[config.mk]
export PLATFORM = sky130hd
export DESIGN_NAME = seg_display_arbiter_flat
export DESIGN_NICKNAME = d
export VERILOG_FILES = /design/src/rtl/seg_display_arbiter_if.sv /design/src/rtl/seg_display_arbiter.sv /design/src/flat_wrapper.sv
export SDC_FILE = /design/constraint.sdc
export NUM_CORES = 1
export LEC_CHECK = 0
export CORE_ASPECT_RATIO = 1.1
export CORE_MARGIN = 4
export CORE_UTILIZATION = 25
export CTS_BUF_LIST = sky130_fd_sc_hd__clkbuf_8
export CTS_CLUSTER_SIZE = 8
export DETAILED_ROUTE_END_ITERATION = 12
export GPL_ROUTABILITY_DRIVEN = 0
export REMOVE_ABC_BUFFERS = 1
export SKIP_CTS_REPAIR_TIMING = 1
export SYNTH_ARGS = -nofsm -noshare
export SYNTH_HDL_FRONTEND = slang
export SYNTH_SLANG_ARGS = --single-unit
[constraint.sdc]
create_clock -name clk -period 2.57 [get_ports clk]
set_input_delay 0.514 -clock clk [delete_from_list [all_inputs] [get_ports clk]]
set_output_delay 0.514 -clock clk [all_outputs]
set_load 0.005 [all_outputs]
[src/rtl/seg_display_arbiter_if.sv]
// Requester-side bundle for the shared seven-segment display arbiter.
// The blank line exists only when SEG_ARB_BLANK_EN is defined.
interface seg_display_arbiter_if;
  logic [2:0]  req;
  logic [15:0] data0;
  logic [15:0] data1;
  logic [15:0] data2;
  logic [2:0]  gnt;
  logic [15:0] bigbin;
  logic        scan_tick;
`ifdef SEG_ARB_BLANK_EN
  logic        blank;

  modport master (output req, data0, data1, data2,
                  input  gnt, bigbin, scan_tick, blank);
  modport slave  (input  req, data0, data1, data2,
                  output gnt, bigbin, scan_tick, blank);
`else
  modport master (output req, data0, data1, data2,
                  input  gnt, bigbin, scan_tick);
  modport slave  (input  req, data0, data1, data2,
                  output gnt, bigbin, scan_tick);
`endif
endinterface

[src/rtl/seg_display_arbiter.sv]
// Fixed-priority display arbiter with minimum ownership time and scan-tick divider.
// Optional blank output compiled in with SEG_ARB_BLANK_EN.
module seg_display_arbiter #(
  parameter int CLK_HZ     = 50_000_000,
  parameter int SCAN_HZ    = 1000,
  parameter int HOLD_TICKS = 500
) (
  input  logic               clk,
  input  logic               rst,
  seg_display_arbiter_if.slave bus
);

  localparam int DIV    = CLK_HZ / SCAN_HZ;
  localparam int DIV_W  = (DIV > 1) ? $clog2(DIV) : 1;
  localparam int HOLD_W = $clog2(HOLD_TICKS + 1);
  localparam logic [DIV_W-1:0]  DIV_LAST = DIV_W'(DIV - 1);
  localparam logic [HOLD_W-1:0] HOLD_LD  = HOLD_W'(HOLD_TICKS);

  typedef enum logic [1:0] {S_IDLE, S_LOCKED, S_OPEN} state_e;

  state_e              state_q, state_d;
  logic [2:0]          gnt_q, gnt_d;
  logic [15:0]         bigbin_q, bigbin_d;
  logic [HOLD_W-1:0]   hold_q, hold_d;
  logic [DIV_W-1:0]    div_q;
  logic                tick;
  logic [2:0][15:0]    data_a;
  logic [2:0]          win;
  logic [15:0]         win_data, own_data;
  logic                own_req;

  function automatic logic [2:0] prio_oh(input logic [2:0] r);
    if (r[2])      return 3'b100;
    else if (r[1]) return 3'b010;
    else if (r[0]) return 3'b001;
    else           return 3'b000;
  endfunction

  // Free-running divider; never disturbed by arbitration.
  always_ff @(posedge clk) begin
    if (rst)                  div_q <= '0;
    else if (div_q == DIV_LAST) div_q <= '0;
    else                      div_q <= div_q + 1'b1;
  end

  assign tick = (div_q == DIV_LAST);

  assign data_a  = {bus.data2, bus.data1, bus.data0};
  assign win     = prio_oh(bus.req);
  assign own_req = |(bus.req & gnt_q);

  always_comb begin
    win_data = '0;
    own_data = '0;
    for (int i = 0; i < 3; i++) begin
      if (win[i])   win_data = win_data | data_a[i];
      if (gnt_q[i]) own_data = own_data | data_a[i];
    end
  end

  always_comb begin
    state_d  = state_q;
    gnt_d    = gnt_q;
    bigbin_d = bigbin_q;
    hold_d   = hold_q;
    case (state_q)
      S_IDLE: begin
        if (|win) begin
          gnt_d    = win;
          bigbin_d = win_data;
          hold_d   = HOLD_LD;
          state_d  = S_LOCKED;
        end else begin
          gnt_d    = '0;
          bigbin_d = '0;
        end
      end
      S_LOCKED: begin
        // A dropped owner keeps the grant; the display freezes on its last value.
        if (own_req) bigbin_d = own_data;
        if (tick && hold_q != '0) begin
          hold_d = hold_q - 1'b1;
          if (hold_q == HOLD_W'(1)) state_d = S_OPEN;
        end
      end
      S_OPEN: begin
        if (win == 3'b000) begin
          gnt_d    = '0;
          bigbin_d = '0;
          state_d  = S_IDLE;
        end else if (win != gnt_q) begin
          gnt_d    = win;
          bigbin_d = win_data;
          hold_d   = HOLD_LD;
          state_d  = S_LOCKED;
        end else begin
          bigbin_d = own_data;
        end
      end
      default: begin
        gnt_d    = '0;
        bigbin_d = '0;
        hold_d   = '0;
        state_d  = S_IDLE;
      end
    endcase
  end

  always_ff @(posedge clk) begin
    if (rst) begin
      state_q  <= S_IDLE;
      gnt_q    <= '0;
      bigbin_q <= '0;
      hold_q   <= '0;
    end else begin
      state_q  <= state_d;
      gnt_q    <= gnt_d;
      bigbin_q <= bigbin_d;
      hold_q   <= hold_d;
    end
  end

  assign bus.gnt       = gnt_q;
  assign bus.bigbin    = bigbin_q;
  assign bus.scan_tick = tick;

`ifdef SEG_ARB_BLANK_EN
  logic blank_q, blank_d;

  // Derived from the next state so blank lines up with gnt/bigbin.
  always_comb begin
    blank_d = (state_d == S_IDLE) ||
              ((state_d == S_LOCKED) && !(|(bus.req & gnt_d)));
  end

  always_ff @(posedge clk) begin
    if (rst) blank_q <= 1'b1;
    else     blank_q <= blank_d;
  end

  assign bus.blank = blank_q;
`endif

endmodule

[src/flat_wrapper.sv]
// flat-port wrapper written by rule: the top's interface ports become plain ports
module seg_display_arbiter_flat 
#(
  parameter int CLK_HZ     = 50_000_000,
  parameter int SCAN_HZ    = 1000,
  parameter int HOLD_TICKS = 500
)
  (clk, rst, bus_req, bus_data0, bus_data1, bus_data2, bus_gnt, bus_bigbin, bus_scan_tick);
  seg_display_arbiter_if bus_i ();
  input  logic clk;
  input  logic rst;
  input wire logic [$bits(bus_i.req)-1:0] bus_req;
  input wire logic [$bits(bus_i.data0)-1:0] bus_data0;
  input wire logic [$bits(bus_i.data1)-1:0] bus_data1;
  input wire logic [$bits(bus_i.data2)-1:0] bus_data2;
  output wire logic [$bits(bus_i.gnt)-1:0] bus_gnt;
  output wire logic [$bits(bus_i.bigbin)-1:0] bus_bigbin;
  output wire logic [$bits(bus_i.scan_tick)-1:0] bus_scan_tick;
  assign bus_i.req = bus_req;
  assign bus_i.data0 = bus_data0;
  assign bus_i.data1 = bus_data1;
  assign bus_i.data2 = bus_data2;
  assign bus_gnt = bus_i.gnt;
  assign bus_bigbin = bus_i.bigbin;
  assign bus_scan_tick = bus_i.scan_tick;
  seg_display_arbiter #(.CLK_HZ(CLK_HZ), .SCAN_HZ(SCAN_HZ), .HOLD_TICKS(HOLD_TICKS)) u_core (.clk(clk), .rst(rst), .bus(bus_i));
endmodule
==> results.md, run 1 <==
- Final slew viol count: 0
- I/O Pins: 73
- Reg clk slew, reported paths: 80 ps
- GR Util met2: 0.2223
- Max Fclk: between 400 and 500 MHz
- Final setup vio count: 0
- CTS tree: yes
- Final hold viol count: 0
- Max Cap Violations: 0
- First-pass GRT wire length: 15,080 um
- Clock root cell: clkbuf_8
- Vias per inst: 5.261
- Pre-CTS setup slack: between 7 and 8 ps
- Primary FF master, synth: dfxtp_1
- PortBufs: 72
- Post-synth EDFFs: 0
- Clock Tree Buf Depth: 2
- DPL Wire Length: 6936 um
- NetSw: 0.5001 mW
- P&R area growth vs syn: 37.60%
- Worst Path Arrival: 2460 ps
- Antenna diode count: 0
- Flop-to-flop setup slack: approximately 440 ps
- H-tree level count: 2
- DIE AREA: 13,350 um^2
- Setup CP Type: input port to register
- Post-Layout Cell Count: 590
- First-pass iteration count of the detailed router: 7
- Layout cells sized above 1: 0.08352
- Antenna violations before repair: 0
- Switching part of the total power: 0.2814
- Routed WL per cell: ~16 um
- Synth Warn #: 0
- CP Launch Type: input port
- Sequential area share after synthesis: 0.3185
- Post-Route Utilization: 0.3581
- Core area: 11,110 um^2
- Cell Int Power: ~1.3 mW
- Rel. slew slack: 0.6754
- Hold path start: u_core.div_q[0]
- Setup ws final: just over 300 ps
- GR Util All Layers: 0.1365
- Worst path required time: roughly 2800 ps
- Yosys reg bits: between 40 and 50
- Final period utilization: 0.8805
- Die width: 110.5 um
- # clock sinks: 46
- Worst setup path start: bus_req[2]
- Chip height: about 120 um
- Hold Crit Class: register to register
- Post-Route Setup TNS: 0 ps
- Avg Inst Size Synth: 7.773 um^2
- Leak: 1.479 nW
- Asr flop ratio synth: 0
- Vias in the first global route: 2,957
- Critical path endpoint category: register
- Placement Rows: 40
- Clock share of power: 0.297
- Status: finished, final reports clean
- Tightest Pin Transition: a little under 500 ps
- Final wirelength: 9510 um
- Comb pwr share: 0.257
- Sequential Power Share: 0.446
- Drc violations: 0
- VDD IR max: 0.2793 mV
- RR Startpoint: u_core.div_q[5]
- Power Dens Cells: 446.7 nW/um^2
- Worst-path fanout max: 26
- Inserted Clock Buffers: 5
- Met3 usage: 0.04505
- Final ANT Viol Nets: 0
- Busiest grt layer: met2
- Mapped Area: 2892 um^2
- GR Util met1: 0.1678
- Initial Util: 0.2602
- Placed insts: 582
- DR iter-0 viols: 310
- Total grt overflow: 0
- Cells after Synth: 372
- Tmin final: about 2300 ps
- Clk_lat worst skew: 310 ps
- Vias: between 3k and 4k
- Final #Nets: roughly 500
- Clock Skew: 21.73 ps
- RSZ-0062 raised after global routing: false
- Distinct cells, synth: 51
- Pin count of the biggest net entering global routing: 27
layer usage:
layer | share of wire | vias to the layer above
li1 | - | 1532
met3 | 0.083 | 19
met1 | 0.44 | 1423
met5 | 0 | -
met4 | 0.026 | 0
met2 | 0.45 | 130
final cells by class:
cell class,instances,area (um^2)
Fill cell,1142,7132
Multi-Input combinational cell,270,1760
Timing Repair Buffer,94,913.4
Sequential cell,46,920.9
Inverter,25,93.84
Clock buffer,5,68.82
Tap cell,147,183.9
Clock inverter,3,37.54
placed cells by master, fill, tap and decap left out, types with 16 or more instances in the layout:
master | Yosys | final
a221oi_1 | 16 | 16
a222oi_1 | 16 | 16
a22oi_1 | 31 | 31
buf_4 | 0 | 20
clkdlybuf4s50_1 | 0 | 71
dfxtp_1 | 46 | 46
inv_1 | 25 | 27
nand2_1 | 47 | 47
nor2_1 | 34 | 34
o21ai_0 | 17 | 17
o21bai_1 | 16 | 16
path summary, 6_finish.rpt:
kind,endpoint,cells after the start
worst max-delay path,u_core.hold_q[3],8
worst min-delay path,u_core.div_q[0],1
worst max register to register,u_core.hold_q[3],6
worst min register to register,u_core.div_q[0],1
state kept, by name, indices dropped and copies added, names as in the netlist:
signal / count
u_core.bus.bigbin: 16
u_core.bus.gnt: 3
u_core.div_q: 16
u_core.hold_q: 9
u_core.state_q: 2
metrics by stage:
stage	hold WS (ps)	area (um^2)	power (mW)
2_1_floorplan	429.5	2770	1.001
3_3_place_gp	451.3	3865	1.259
3_5_place_dp	454.7	3865	1.264
4_1_cts	475.0	3971	1.797
5_1_grt	514.0	3979	1.867
6_report	472.2	3979	1.777
power groups by stage:
| stage | clock network (mW) | registers (mW) | logic, mW |
|---|---|---|---|
| global route | 0.570 | 0.797 | 0.500 |
| detailed placement | 0 | 0.809 | 0.456 |
| CTS | 0.546 | 0.793 | 0.458 |
| finish | 0.528 | 0.793 | 0.457 |
| floorplan | 0 | 0.811 | 0.190 |
| global placement | 0 | 0.808 | 0.451 |
worst max-delay path, stage by stage:
cell and delay, ps:
clkdlybuf4s50_1 460, buf_4 200, nor2b_1 260, mux2i_1 130, o31a_1 290, buf_12 170
or2_2 280, o32ai_1 140
cells by family after synthesis:
kind of cell,Yosys count,synth area share
AO/OA/AOI/OAI,125,0.3302
multiplexers,2,0.006924
flip-flops,46,0.3185
XOR/XNOR,15,0.04544
buffers and inverters,56,0.07443
AND/OR/NAND/NOR,124,0.2073
adder cells (fa/ha/maj),4,0.01731
synth_stat cells, types with 2 or more instances:
| cell type | count | area share |
|---|---|---|
| nand2_1 | 47 | 0.061 |
| dfxtp_1 | 46 | 0.32 |
| nor2_1 | 34 | 0.044 |
| a22oi_1 | 31 | 0.080 |
| inv_1 | 25 | 0.032 |
| clkbuf_1 | 22 | 0.029 |
| o21ai_0 | 17 | 0.029 |
| a221oi_1 | 16 | 0.048 |
| a222oi_1 | 16 | 0.055 |
| o21bai_1 | 16 | 0.042 |
| a21oi_1 | 9 | 0.016 |
| xnor2_1 | 9 | 0.027 |
| nand3_1 | 7 | 0.012 |
| nand4_1 | 6 | 0.013 |
| xor2_1 | 6 | 0.018 |
| buf_1 | 5 | 0.0065 |
| nor3_1 | 5 | 0.0087 |
| a211oi_1 | 4 | 0.010 |
| buf_2 | 4 | 0.0069 |
| ha_1 | 4 | 0.017 |
| nand2b_1 | 3 | 0.0065 |
| or2_2 | 3 | 0.0065 |
| a311oi_1 | 2 | 0.0061 |
| and2_1 | 2 | 0.0043 |
| and3_1 | 2 | 0.0043 |
| mux2i_1 | 2 | 0.0069 |
| nand3b_1 | 2 | 0.0052 |
| nor2b_1 | 2 | 0.0043 |
| nor4_1 | 2 | 0.0043 |
| o32ai_1 | 2 | 0.0061 |
Power figures use the tool's default switching activity.
==> run 2: changes to the inputs <==
--- a/config.mk
+++ b/config.mk
@@ -11,6 +11,7 @@
 export CTS_BUF_LIST = sky130_fd_sc_hd__clkbuf_8
 export CTS_CLUSTER_SIZE = 8
 export DETAILED_ROUTE_END_ITERATION = 12
+export DONT_BUFFER_PORTS = 1
 export GPL_ROUTABILITY_DRIVEN = 0
 export REMOVE_ABC_BUFFERS = 1
 export SKIP_CTS_REPAIR_TIMING = 1
==> run 2 against run 1 <==
Compared with the run above: worst hold slack got worse by 200 ps; design area decreased by 21%; largest power group unchanged; global-route usage fell by 0.61 points; largest cell class unchanged; critical path depth down 5; total power decreased by 13%; critical endpoint is now bus_scan_tick; die area did not move; setup slack got worse by 150 ps; register-to-register slack got worse by 50 ps; final cell count decreased by 14%; core utilization shrank 7.5 points; via count fell by 8.7%.
==> results.md, run 2 (same netlist as run 1, synthesis figures left out) <==
- Status: finished, final reports clean
- Max Fclk: 414.6 MHz (-6.2%)
- Busiest grt layer: met2
- Most frequent cells in the layout: 47 x nand2_1, 46 x dfxtp_1, 34 x nor2_1
- Post-Layout Cell Count: 510 (-14%)
- Clock root cell: clkbuf_8
- Final hold viol count: 0 (unchanged)
- Clock Skew: 17.18 ps (-4.551 ps)
- Area of the multi-input gates: 1755 um^2 (-0.28%)
- Final ANT Viol Nets: 0 (unchanged)
- Reg clk slew, reported paths: 100 ps (+20 ps)
- Final slew viol count: 0 (unchanged)
- Worst path required time: 2060 ps (-700 ps)
- Vias per inst: 5.559 (+5.7%)
- Placed insts: 502 (-14%)
- Worst r2r dst: u_core.hold_q[1]
- Worst-path fanout max: 9 (-65%)
- Tightest Pin Transition: 539.0 ps (+52.74 ps)
- RSZ-0062 raised after global routing: false
- Commonest non-fill, non-tap cell in the layout: nand2_1
- First-pass GRT wire length: 14,230 um (-5.6%)
- Routed WL per cell: 17.69 um (+9.8%)
- Chip height: 120.8 um (unchanged)
- Total grt overflow: 0 (unchanged)
- DIE AREA: 13,350 um^2 (unchanged)
- DPL Wire Length: 6599 um (-4.9%)
- Layout cells sized above 1: 0.07989 (-0.003632)
- DR iter-0 viols: 351 (+13%)
- I/O Pins: 73 (unchanged)
- Rel. slew slack: 0.6401 (-0.03521)
- Inserted Clock Buffers: 5 (unchanged)
- Pin count of the biggest net entering global routing: 39 (+44%)
- Die width: 110.5 um (unchanged)
- Final setup vio count: 0 (unchanged)
- CTS tree: yes
- Setup CP Type: register to output port
- Critical path endpoint category: output port
- Crit path capture: bus_scan_tick
- Clock Tree Buf Depth: 2 (unchanged)
- H-tree level count: 2 (unchanged)
- Post-Route Setup TNS: 0 ps (unchanged)
- GR Util met2: 0.2215 (-0.0007587)
- Antenna violations before repair: 0 (unchanged)
- Hold depth: 1 (unchanged)
- Vias: 2,835 (-8.7%)
- # clock sinks: 46 (unchanged)
- Worst setup path start: u_core.div_q[7]
- RR Startpoint: u_core.div_q[7]
- Hold path start: rst
- VDD IR max: 0.2985 mV (+6.9%)
- Met3 usage: 0.06957 (+0.02452)
- Cells on worst reg2reg path: 5 (-1)
- GR Util met1: 0.1421 (-0.02576)
- Fillcell total: 1,215 (+6.4%)
- Max Cap Violations: 0 (unchanged)
- Leak: 1.130 nW (-24%)
- Core area: 11,110 um^2 (unchanged)
- CP Launch Type: register
- Power Dens Cells: 488.4 nW/um^2 (+9.3%)
- P&R area growth vs syn: 8.957%
- Final #Nets: 419 (-16%)
- Hold Crit Class: input port to register
- Final wirelength: 9023 um (-5.1%)
- GR Util All Layers: 0.1304 (-0.006064)
- Placement Rows: 40 (unchanged)
- Vias in the first global route: 2,700 (-8.7%)
- Sequential cell area: 920.9 um^2 (unchanged)
- Flop-to-flop setup slack: 390 ps (-50 ps)
- Worst Path Arrival: 1900 ps (-560 ps)
- Tmin final: 2412 ps (+148.9 ps)
- Final period utilization: 0.9385 (+0.05794)
- PortBufs: 0 (-100%)
- Drc violations: 0 (unchanged)
- Antenna diode count: 0 (unchanged)
- First-pass iteration count of the detailed router: 8 (+1)
- Initial Util: 0.2602 (unchanged)
- Clk_lat worst skew: 310 ps (about the same)
run 2: cell count changes in the layout (fill, tap and decap cells not counted), sizes merged:
| cell | delta |
|---|---|
| inv | -1 |
| clkinv | +1 |
| buf | -8 |
| clkbuf | +1 |
| clkdlybuf4s50 | -71 |
| dlymetal6s2s | -1 |
| bufinv | -1 |
run 2: critical path, cell delays in order (launching register included):
cell	delay, ps
dfxtp_1	350
or4_4	550
nor4_4	490
buf_4	210
run 2: cell type report:
cell class                      count  area share
Tap cell                          147     0.05838
Inverter                           25     0.02979
Sequential cell                    46      0.2923
Multi-Input combinational cell    270      0.5572
Clock buffer                        6     0.02621
Timing Repair Buffer               14     0.03336
Clock inverter                      2    0.002780
run 2: report_power, final:
group | internal [mW] | total, mW | switching [mW]
combinational | 0.122 | 0.280 | 0.157
clock | 0.214 | 0.461 | 0.248
sequential | 0.751 | 0.798 | 0.0470
run 2: routing by layer:
metal / part of all wire / up-vias / wire [um]
met5: 0 / - / 0
met4: 0.013 / 0 / 115
met3: 0.13 / 6 / 1168
met2: 0.47 / 140 / 4234
met1: 0.39 / 1316 / 3504
li1: - / 1373 / -
run 2: how the worst min path moves through the flow:
stage	end	slack (ps)
2_1_floorplan	u_core.div_q[0]	430
3_3_place_gp	u_core.div_q[0]	440
3_5_place_dp	u_core.div_q[0]	460
4_1_cts	u_core.state_q[1]	260
5_1_grt	u_core.state_q[1]	250
6_report	u_core.state_q[1]	270
run 2: per-stage QoR:
step                  util  total power [mW]  hold WS, ps  setup slack, ps  instance area, um^2
finish              0.2836             1.539        270.5            158.1                 3151
floorplan                -             1.001        429.5            344.8                 2770
global placement    0.2753             1.084        439.4            438.8                 3059
global route        0.2836             1.630        253.6            61.88                 3151
CTS                 0.2836             1.554        260.3            165.5                 3151
detailed placement  0.2753             1.094        459.3            398.1                 3059
